===== src/rtl/fir_mac_engine.sv =====
// Multi-channel time-multiplexed FIR: one shared MAC over NTaps taps, a delay line per channel,
// and a double-buffered coefficient bank (serial shadow load, atomic commit between samples).
module fir_mac_engine #(
    parameter int NTaps      = 9,
    parameter int NChannels  = 2,
    parameter int DataWidth  = 12,
    parameter int CoeffWidth = 8,
    parameter int FracBits   = 7,
    localparam int ChWidth   = (NChannels > 1) ? $clog2(NChannels) : 1,
    localparam int AccWidth  = DataWidth + CoeffWidth + $clog2(NTaps)
) (
    input  logic                 clk,
    input  logic                 reset,
    input  logic                 start,
    input  logic [ChWidth-1:0]   channel,
    input  logic [DataWidth-1:0] x,
    output logic                 ready,
    output logic                 done,
    output logic [ChWidth-1:0]   doneChannel,
    output logic [DataWidth-1:0] y,
    output logic                 overflow,
    input  logic                 coeffLoadEn,
    input  logic                 coeffIn,
    input  logic                 coeffCommit,
    output logic                 coeffPending
);

    localparam int TapWidth    = (NTaps > 1) ? $clog2(NTaps) : 1;
    // Active taps carry one extra bit so the unity reset tap (1 << FracBits) is representable.
    localparam int HWidth      = CoeffWidth + 1;
    localparam int ProdWidth   = DataWidth + HWidth;
    localparam int ShadowWidth = NTaps * CoeffWidth;

    localparam logic signed [HWidth-1:0]   Unity = HWidth'(1 << FracBits);
    localparam logic signed [AccWidth-1:0] YMax  = AccWidth'((2 ** (DataWidth - 1)) - 1);
    localparam logic signed [AccWidth-1:0] YMin  = AccWidth'(-(2 ** (DataWidth - 1)));

    typedef enum logic [1:0] {
        IDLE,
        MAC,
        OUT
    } state_t;

    state_t state;
    state_t state_next;

    logic signed [HWidth-1:0]    bank [NTaps];
    logic [0:NTaps-1][CoeffWidth-1:0] shadow;
    logic signed [DataWidth-1:0] dly [NChannels][NTaps];
    logic signed [AccWidth-1:0]  acc;
    logic [TapWidth-1:0]         tap;
    logic [ChWidth-1:0]          cur_ch;
    logic                        pending;

    logic                        ch_ok;
    logic                        accept;
    logic                        copy_bank;
    logic                        last_tap;
    logic signed [ProdWidth-1:0] coef_ext;
    logic signed [ProdWidth-1:0] data_ext;
    logic signed [ProdWidth-1:0] prod;
    logic signed [AccWidth-1:0]  shifted;
    logic                        sat_hi;
    logic                        sat_lo;
    logic [DataWidth-1:0]        y_next;

    if ((1 << ChWidth) == NChannels) begin : g_ch_full
        assign ch_ok = 1'b1;
    end else begin : g_ch_part
        assign ch_ok = (int'(channel) < NChannels);
    end

    assign ready        = (state == IDLE);
    assign coeffPending = pending;
    assign accept       = (state == IDLE) && start && ch_ok;
    assign copy_bank    = (state == IDLE) && (pending || coeffCommit);
    assign last_tap     = (tap == TapWidth'(NTaps - 1));

    always_comb begin
        coef_ext = ProdWidth'(bank[tap]);
        data_ext = ProdWidth'(dly[cur_ch][tap]);
        prod     = coef_ext * data_ext;
        shifted  = acc >>> FracBits;
        sat_hi   = (shifted > YMax);
        sat_lo   = (shifted < YMin);
        if (sat_hi) begin
            y_next = YMax[DataWidth-1:0];
        end else if (sat_lo) begin
            y_next = YMin[DataWidth-1:0];
        end else begin
            y_next = shifted[DataWidth-1:0];
        end
    end

    always_comb begin
        state_next = state;
        case (state)
            IDLE:    if (accept) state_next = MAC;
            MAC:     if (last_tap) state_next = OUT;
            OUT:     state_next = IDLE;
            default: state_next = IDLE;
        endcase
    end

    always_ff @(posedge clk) begin
        if (reset) begin
            state       <= IDLE;
            acc         <= '0;
            tap         <= '0;
            cur_ch      <= '0;
            pending     <= 1'b0;
            shadow      <= '0;
            done        <= 1'b0;
            doneChannel <= '0;
            y           <= '0;
            overflow    <= 1'b0;
            for (int unsigned k = 0; k < NTaps; k++) begin
                bank[TapWidth'(k)] <= (k == 0) ? Unity : '0;
            end
            for (int unsigned c = 0; c < NChannels; c++) begin
                for (int unsigned k = 0; k < NTaps; k++) begin
                    dly[ChWidth'(c)][TapWidth'(k)] <= '0;
                end
            end
        end else begin
            state <= state_next;
            done  <= 1'b0;

            // The copy uses the pre-shift shadow, so a load in the commit cycle is not included.
            if (coeffLoadEn) begin
                shadow <= ShadowWidth'({shadow, coeffIn});
            end
            if (copy_bank) begin
                for (int unsigned k = 0; k < NTaps; k++) begin
                    bank[TapWidth'(k)] <= HWidth'($signed(shadow[TapWidth'(k)]));
                end
            end
            pending <= (pending || coeffCommit) && (state != IDLE);

            case (state)
                IDLE: begin
                    if (accept) begin
                        for (int unsigned k = NTaps - 1; k > 0; k--) begin
                            dly[channel][TapWidth'(k)] <= dly[channel][TapWidth'(k - 1)];
                        end
                        dly[channel][0] <= x;
                        acc    <= '0;
                        tap    <= '0;
                        cur_ch <= channel;
                    end
                end
                MAC: begin
                    acc <= acc + AccWidth'(prod);
                    tap <= tap + TapWidth'(1);
                end
                OUT: begin
                    y           <= y_next;
                    overflow    <= sat_hi || sat_lo;
                    doneChannel <= cur_ch;
                    done        <= 1'b1;
                end
                default: ;
            endcase
        end
    end

endmodule


===== config.mk =====
export PLATFORM = sky130hd
export DESIGN_NAME = fir_mac_engine
export DESIGN_NICKNAME = d
export VERILOG_FILES = /design/src/rtl/fir_mac_engine.sv
export SDC_FILE = /design/constraint.sdc
export NUM_CORES = 1
export LEC_CHECK = 0
export ABC_CLOCK_PERIOD_IN_PS = 13000
export BUFFER_PORTS_ARGS = -buffer_cell sky130_fd_sc_hd__buf_2
export CORE_MARGIN = 2
export CORE_UTILIZATION = 45
export DETAILED_ROUTE_END_ITERATION = 16
export SYNTH_ARGS = -nofsm -noshare
export SYNTH_HDL_FRONTEND = slang
export SYNTH_SLANG_ARGS = --single-unit

===== constraint.sdc =====
create_clock -name clk -period 13 [get_ports clk]
set_input_delay 2.6 -clock clk [delete_from_list [all_inputs] [get_ports clk]]
set_output_delay 2.6 -clock clk [all_outputs]
set_load 0.03 [all_outputs]

---- Yosys cells after proc, flatten, opt, wreduce, memory -nomap -nowiden ----
Memories as Yosys holds them, arrays and structs flattened. A register that Yosys moved wholly into a read port is not among the register bits.
Index checks and enable logic that the tools add are counted.
storage, ports and cells
  memory bits (writable) .................. 297
  register bits ........................... 119
  memories ................................ 2
  input bits .............................. 19
  logic and storage cells ................. 91
operators by class
  multiply operators ...................... 1
  equal/unequal tests ..................... 5
  muxes and demuxes ....................... 38
  $add $sub $neg .......................... 2
  order comparisons ....................... 3
  bitwise logic cells ..................... 10
  reductions and logical operators ........ 12
memory list
  memory  depth  width  rd ports  clocked after Yosys merged registers in  wr ports  RTL line  RTL
  dly     2      108    2         1                                        2         49        logic signed [DataWidth-1:0] dly [NChannels][NTaps];
  bank    9      9      1         1                                        9         47        logic signed [HWidth-1:0] bank [NTaps];
operators with widths
  cell                                                           number
  two-way mux 108 bit                                            1
  OR reduction 108 bit                                           1
  two-way mux 9 bit                                              9
  binary-select mux 12 bit (select 4 bit)                        1
  two-way mux 12 bit                                             4
  one-hot mux 24 bit (2 select lines)                            1
  adder 24 x 21 -> 24 bit                                        1
  two-way mux 24 bit                                             1
  multiplier 9 x 12 -> 21 bit                                    1
  > comparator 17 x 12 -> 1 bit (second input constant)          1
  less-than comparator 17 x 12 -> 1 bit (second input constant)  1
  two-way mux 1 bit                                              14
  two-way mux 4 bit                                              3
  bitwise OR 1 bit                                               9
  one-hot mux 4 bit (2 select lines)                             1
  AND reduction 2 bit                                            3
  greater-or-equal comparator 5 bit (second input constant)      1
  inverter 4 -> 5 bit                                            1
  adder 4 x 1 -> 4 bit (second input constant)                   1
  == test 4 bit (second input constant)                          1
  two-way mux 2 bit                                              2
  one-hot mux 2 bit (2 select lines)                             1
  nonzero test 2 bit                                             2
  logical AND 1 bit                                              3
  6 further kinds                                                7

---- Longest topological paths before layout ----
Gate-level depths: netlist (run 1).
  depth in word-level cells ............... 8
  mapped depth ............................ 26

---- Worst setup path before layout (run 1) ----
No wires, ideal clock.
  path type ............................... input port to flip-flop
  start point ............................. input port reset
  end point ............................... memory dly[0][0] (netlist name), enable pin
  setup time .............................. 0.724 ns
  required time ........................... 12.276 ns
  cell stages on the path ................. 4
  buffers on the path ..................... 1
  arrival ................................. 10.620 ns
  setup slack ............................. 1.656 ns
  cells stage by stage .................... clkbuf_1 -> nor3_1 -> nand2_1 -> o21ai_0
RTL lines
  element      RTL line  RTL
  from (decl)  13        input logic reset,
  to (decl)    49

---- Worst setup path in the final report (run 1) ----
  start point ............................. register tap[0]
  end point ............................... register acc[21]
on the way
  longest elaborated chain between the ends .. 7
ends and longest elaborated chain
  element                                                 RTL line  RTL
  from (decl)                                             51        logic [TapWidth-1:0] tap;
  from (signal assigned)                                  154       tap <= tap + TapWidth'(1);
  inverter 4 -> 5 bit (not written as such)               81        data_ext = ProdWidth'(dly[cur_ch][tap]);
  binary-select mux 12 bit (select 4 bit)                 81
  two-way mux 12 bit (not written as such) (2 in series)  81
  multiplier 9 x 12 -> 21 bit                             82        prod = coef_ext * data_ext;
  adder 24 x 21 -> 24 bit                                 153       acc <= acc + AccWidth'(prod);
  one-hot mux 24 bit (2 select lines)                     140       case (state)
  to (signal assigned)                                    153
  to (decl)                                               50        logic signed [AccWidth-1:0] acc;
No other way between the ends. The select of a mux whose other input is x is not followed.
A chain may end at the register's enable or synchronous reset.

==> summary.txt, run 1 <==
run status: completed
Synth cell types: 62
clock buffer depth: 3
Post-Synthesis Net Count: 2042
Hold-fix buffers, CTS: 0
Synth top area share: 0.385
gr usage total: 0.187
Least-Margin Pin Slew: 1.15 ns
CTS root buffer: clkbuf_16
vias in the first global route: 14100
post-route setup slack: 5.63 ns
Final setup viols: 0
Detail Route Antenna Nets: 0
Register-to-Register Path Depth: 23
later-pin clock latency in the skew report: 0.59 ns
placed cell area: 0.0234 mm2
CTS tree: built
non-filler instance count after layout: 2563
R2R Setup Slk: 5.63 ns
Yosys top cell by area: edfxtp_1
Hold WC Path Type: reg -> reg
Pleak: 10.9 nW
Seq/Total Area, Yosys: 0.495
clk slew on worst S/H paths: 0.06 ns
Peak VDD IR: 0.0981 mV
drt first pass iters: 5
Num CTS Buffers: 45
WL/cell: 18.5 um
Ys Warns: 0
critical path launch point type: flip-flop
Hold Path End: y[0]$_SDFFE_PP0P_
Seq cells post-synth: 413
cell count after synthesis: 1844
chip width: 228 um
DRC: 0
Initial Util: 0.453
port bufs: 35
largest net degree at the start of global routing: 109
leading post-synthesis cells by cell area: edfxtp_1 38%, dfxtp_1 11%, fa_1 10%
Fill cells: 4316
most frequent cells after synthesis: 289 x edfxtp_1, 214 x and2_1, 174 x inv_1
nets: 2053
GPL Wtd Cong: 0.866
Max-Cap Viols: 0
# clock sinks: 413
Die ar.: 0.0519 mm2
post_cts resized: 0
Final Hold Viols: 0
die height: 228 um
shortest period the worst path allows: 7.37 ns
Post-CTS Setup Inserts: 0
GRT overflow: 0
Arrival @ worst endpoint: 7.82 ns
HPWL Detailed: 31100 um
pre-CTS setup slack: 5.61 ns
Final Skew: 0.0301 ns
Vias/cell: 5.30
Final period util: 0.567
fmax: 136 MHz
Setup CP Type: reg -> reg
crit path max fanout: 37
Mapped Area: 0.0225 mm2
antenna violations before repair: 0
core area: 0.0498 mm2
Synth async-reset ratio: 0
detailed router's first-iteration violation count: 984
WP data required: 13.46 ns
htree depth: 2
ys flop type: edfxtp_1
area grow syn2layout: 10.5%
Setup TNS Final: 0 ns
Worst Min Path Start: y[0]$_SDFFE_PP0P_
design area: 0.0249 mm2
Cell Rows: 82
RR Startpoint: tap[0]$_SDFFE_PP0P_
placed cell count: 2480
most common cell in the netlist: edfxtp_1
WL final: 47500 um
ratio of cells with drive above 1 in the final layout: 0.115
pins over their slew limit: 0
crit end category: flip-flop
Worst Hold Depth: 2
Mapped Avg Cell Area: 12.2 um2
Slew headroom: 0.226
Pwr Density: 171 mW/mm2
global-route wire length before repair: 77900 um
via count: 13600
RSZ-0062 raised after global routing: false
num ports: 36
r2r endpoint: acc[21]$_SDFFE_PP0P_
Post-synth EDFFs: 289
sequential cells by signal, summed over array words and instances (netlist names), named ones only:
register	flops
dly	216
bank	73
shadow	72
acc	24
y	12
tap	4
state	2
coeffPending	1
cur_ch	1
done	1
doneChannel	1
overflow	1
worst max-delay path by stage:
stage	startpoint	end	slack [ns]	cells past startpoint
2_1_floorplan	reset	dly[0][0]$_SDFFCE_PN0P_	1.66	4
3_3_place_gp	tap[0]$_SDFFE_PP0P_	acc[22]$_SDFFE_PP0P_	5.72	21
3_5_place_dp	flip-flop	acc[22]$_SDFFE_PP0P_	5.61	19
4_1_cts	flip-flop	acc[22]$_SDFFE_PP0P_	5.61	19
5_1_grt	flip-flop	acc[21]$_SDFFE_PP0P_	5.15	21
6_report	tap[0]$_SDFFE_PP0P_	acc[21]$_SDFFE_PP0P_	5.63	23
logic make-up (layout without fill, tap and decap cells):
logic type               after synthesis  after routing  synth area share
flip-flops                           413            413             0.495
buffers and inverters                273            319            0.0479
other                                  0              1                 0
multiplexers                         169            169             0.112
XOR/XNOR                              17             17           0.00660
AO/OA/AOI/OAI                        261            261            0.0821
adder cells (fa/ha/maj)              179            179             0.138
AND/OR/NAND/NOR                      532            532             0.118
metrics by stage:
step / hold WS (ns) / power (mW) / util
after floorplan: 0.432 / 2.65 / -
after global placement: 0.438 / 2.94 / 0.470
after detailed placement: 0.444 / 2.96 / 0.470
after CTS: 0.451 / 4.30 / 0.501
after global routing: 0.480 / 4.56 / 0.501
final: 0.449 / 4.26 / 0.501
worst max-delay path, stage by stage, from the launching register on:
cell and delay, ns:
dfxtp_2 0.31, buf_4 0.30, inv_1 0.75, nand2_1 0.29, nor2_1 0.19, a211oi_1 0.07, o32ai_2 0.67, nand2_1 0.17
fa_1 0.57, fa_1 0.55, inv_1 0.05, fa_1 0.44, fa_1 0.49, inv_1 0.05, fa_1 0.47, inv_1 0.04
ha_1 0.35, a211o_1 0.29, a221o_1 0.32, a21oi_2 0.25, o21ai_1 0.18, a21oi_1 0.19, xor2_1 0.17, o21ai_1 0.07
per-layer routing:
metal	up-vias	wire length, um	track usage
met4	0	842	0.0446
met3	56	2130	0.0289
met5	-	0	0
met1	6854	22600	0.272
li1	6416	-	-
met2	268	21900	0.297
where the power goes:
part	switching, mW	internal, mW	total (mW)	leakage, nW
clock network	0.535	0.800	1.34	0.733
logic	0.828	0.563	1.39	6.08
registers	0.0484	1.48	1.53	4.05
total	1.41	2.85	4.26	10.9
final cells by class:
class,count,area (um2),area share
Sequential cell,413,11200,0.448
Clock inverter,20,305,0.0123
Antenna cell,1,2.50,0.000100
Clock buffer,62,1220,0.0490
Inverter,177,664,0.0267
Multi-Input combinational cell,1158,10400,0.415
Timing Repair Buffer,60,368,0.0148
Tap cell,672,841,0.0337
cells in the final DEF (no fill, tap or decap), types with 62 or more instances in the layout:
cell and n:
edfxtp_1 289, mux4_2 66, nor2_1 128, dfxtp_1 121, a21o_1 103, inv_1 174
fa_1 117, nand2_1 127, and2_1 214, mux2i_1 102, ha_1 62
No activity file was read; power rests on OpenSTA's default activity.
==> run 2, diff against run 1 <==
- ABC_CLOCK_PERIOD_IN_PS: 13000 -> 7300
- clock period: 13 -> 7.3 ns (I/O delays scaled with it)
==> summary.txt, run 2 (synthesized netlist as in run 1, its figures left out) <==
run status: completed
R2R Setup Slk: 0.57 ns (-5.07 ns)
switching portion of total power: 0.334 (+0.00278)
die height: 228 um (unchanged)
Clk pwr share: 0.307 (-0.007)
clk slew on worst S/H paths: 0.06 ns (about the same)
gr usage total: 0.188 (+0.00106)
slowest stage cell, crit path: dfxtp_4
Slew headroom: 0.206 (-0.0199)
max reg flops: 216 (unchanged)
Core Util, Final: 0.503 (+0.00179)
Internal Pwr Total: 5.02 mW (+76%)
Final setup viols: 0 (unchanged)
GPL Wtd Cong: 0.832 (-3.9%)
num ports: 36 (unchanged)
n_diodes: 0 (-1)
Setup CP Type: reg -> reg
Pleak: 10.9 nW (+0.52%)
CTS tree: built
Initial Util: 0.453 (unchanged)
WL final: 47900 um (+0.73%)
Cell Rows: 82 (unchanged)
RSZ-0062 raised after global routing: false
port bufs: 35 (unchanged)
area grow syn2layout: 10.9%
critical path launch point type: flip-flop
Buf/Inv on CP: 3 (-2)
WP data required: 7.81 ns (-5.65 ns)
chip width: 228 um (unchanged)
ratio of cells with drive above 1 in the final layout: 0.120 (+0.00480)
htree depth: 2 (unchanged)
later-pin clock latency in the skew report: 0.59 ns (about the same)
nets: 2068 (+0.73%)
NetSw: 2.52 mW (+78%)
Regs by FF count: dly (216), bank (73), shadow (72)
shortest period the worst path allows: 6.73 ns (-0.631 ns)
vias in the first global route: 14100 (+0.34%)
drt first pass iters: 4 (-1)
Logic pwr share: 0.330 (+0.003)
Least-Margin Pin Slew: 1.18 ns (+0.0252 ns)
Most flops, register: dly
# clock sinks: 413 (unchanged)
WL/cell: 18.6 um (+0.14%)
Die ar.: 0.0519 mm2 (unchanged)
fmax: 148 MHz (+9.4%)
Max-Cap Viols: 0 (unchanged)
pins over their slew limit: 0 (unchanged)
CP delay by family, top: adder cells
largest net degree at the start of global routing: 109 (unchanged)
most frequent cells in the layout: 289 x edfxtp_1, 214 x and2_1, 174 x inv_1
crit end category: flip-flop
Setup TNS Final: 0 ns (unchanged)
GRT overflow: 0 (unchanged)
Crit path largest cell delay: 0.57 ns (-0.18 ns)
clock buffer depth: 3 (unchanged)
global-route wire length before repair: 78300 um (+0.54%)
Pwr Density: 301 mW/mm2 (+76%)
Peak VDD IR: 0.225 mV (+130%)
via count: 13600 (-0.10%)
Final period util: 0.922 (+0.356)
CP most frequent cell: fa_1
DRC: 0 (unchanged)
sequential share of power: 0.363 (+0.003)
Final Skew: 0.0289 ns (-0.00127 ns)
Final Hold Viols: 0 (unchanged)
CTS root buffer: clkbuf_16
critical path, cell by cell: buf_12 -> mux4_2 -> a211oi_1 -> o32ai_2 -> and2_1 -> fa_1 -> fa_1 -> fa_1 -> fa_1 -> inv_1 -> fa_1 -> inv_1 -> ha_1 -> and4_1 -> a221o_1 -> a21oi_2 -> o2111ai_1 -> a21o_1 -> and2_1 -> o211ai_1
Detail Route Antenna Nets: 0 (unchanged)
most common cell after layout, fill and taps aside: edfxtp_1
HPWL Detailed: 32900 um (+5.6%)
detailed router's first-iteration violation count: 1033 (+5.0%)
crit path max fanout: 24 (-35%)
Arrival @ worst endpoint: 7.24 ns (-0.58 ns)
Hold WC Path Type: reg -> reg
Vias/cell: 5.27 (-0.68%)
Num CTS Buffers: 46 (+2.2%)
antenna violations before repair: 0 (unchanged)
core area: 0.0498 mm2 (unchanged)
[run 2: layout make-up]
cell class                      count  area, um2
Clock buffer                       63       1230
Clock inverter                     21        249
Timing Repair Buffer               74        498
Tap cell                          672        841
Inverter                          177        664
Fill cell                        4357      24800
Sequential cell                   413      11200
Multi-Input combinational cell   1158      10400
[run 2: what timing repair did]
action	CTS	global route
endpoints found under the hold margin	0	0
endpoints found under the setup margin	0	1
buffers inserted	0	0
hold buffers	0	0
gates resized for setup	0	1
[run 2: final timing paths]
kind | start | end | cells after the start
min | y[1]$_SDFFE_PP0P_ | y[1]$_SDFFE_PP0P_ | 2
min reg2reg | y[1]$_SDFFE_PP0P_ | y[1]$_SDFFE_PP0P_ | 2
max | flip-flop | acc[23]$_SDFFE_PP0P_ | 20
max reg2reg | flip-flop | acc[23]$_SDFFE_PP0P_ | 20
[run 2: tightest hold or removal path, cell delays in order, from the launching register on]
cell,delay (ns)
dfxtp_1,0.30
nand2_1,0.05
a21oi_1,0.05
[run 2: metal layers]
metal	global-route usage	routed length (um)	vias to the layer above
met3	0.0336	1980	66
met4	0.0522	959	0
met1	0.270	22700	6819
li1	-	-	6442
met2	0.296	22300	253
met5	0	0	-
[run 2: per-stage QoR]
stage          total power [mW]  hold WS [ns]  worst slack [ns]  cell area, um2  std cells
4_1_cts                    7.61         0.450             0.474           25000       2578
2_1_floorplan              4.71         0.432            0.0144           22600       1844
3_5_place_dp               5.28         0.443             0.489           23500       2494
6_report                   7.54         0.448             0.566           25000       2578
5_1_grt                    8.10         0.466            0.0878           25000       2578
3_3_place_gp               5.25         0.439             0.582           23500       2494
[run 2: power by group through the flow]
| stage | registers, mW | clock network (mW) | logic [mW] |
|---|---|---|---|
| after detailed placement | 2.78 | 0 | 2.49 |
| after CTS | 2.74 | 2.37 | 2.51 |
| after global routing | 2.75 | 2.46 | 2.89 |
| after floorplan | 2.74 | 0 | 1.97 |
| after global placement | 2.78 | 0 | 2.47 |
| final | 2.73 | 2.31 | 2.49 |
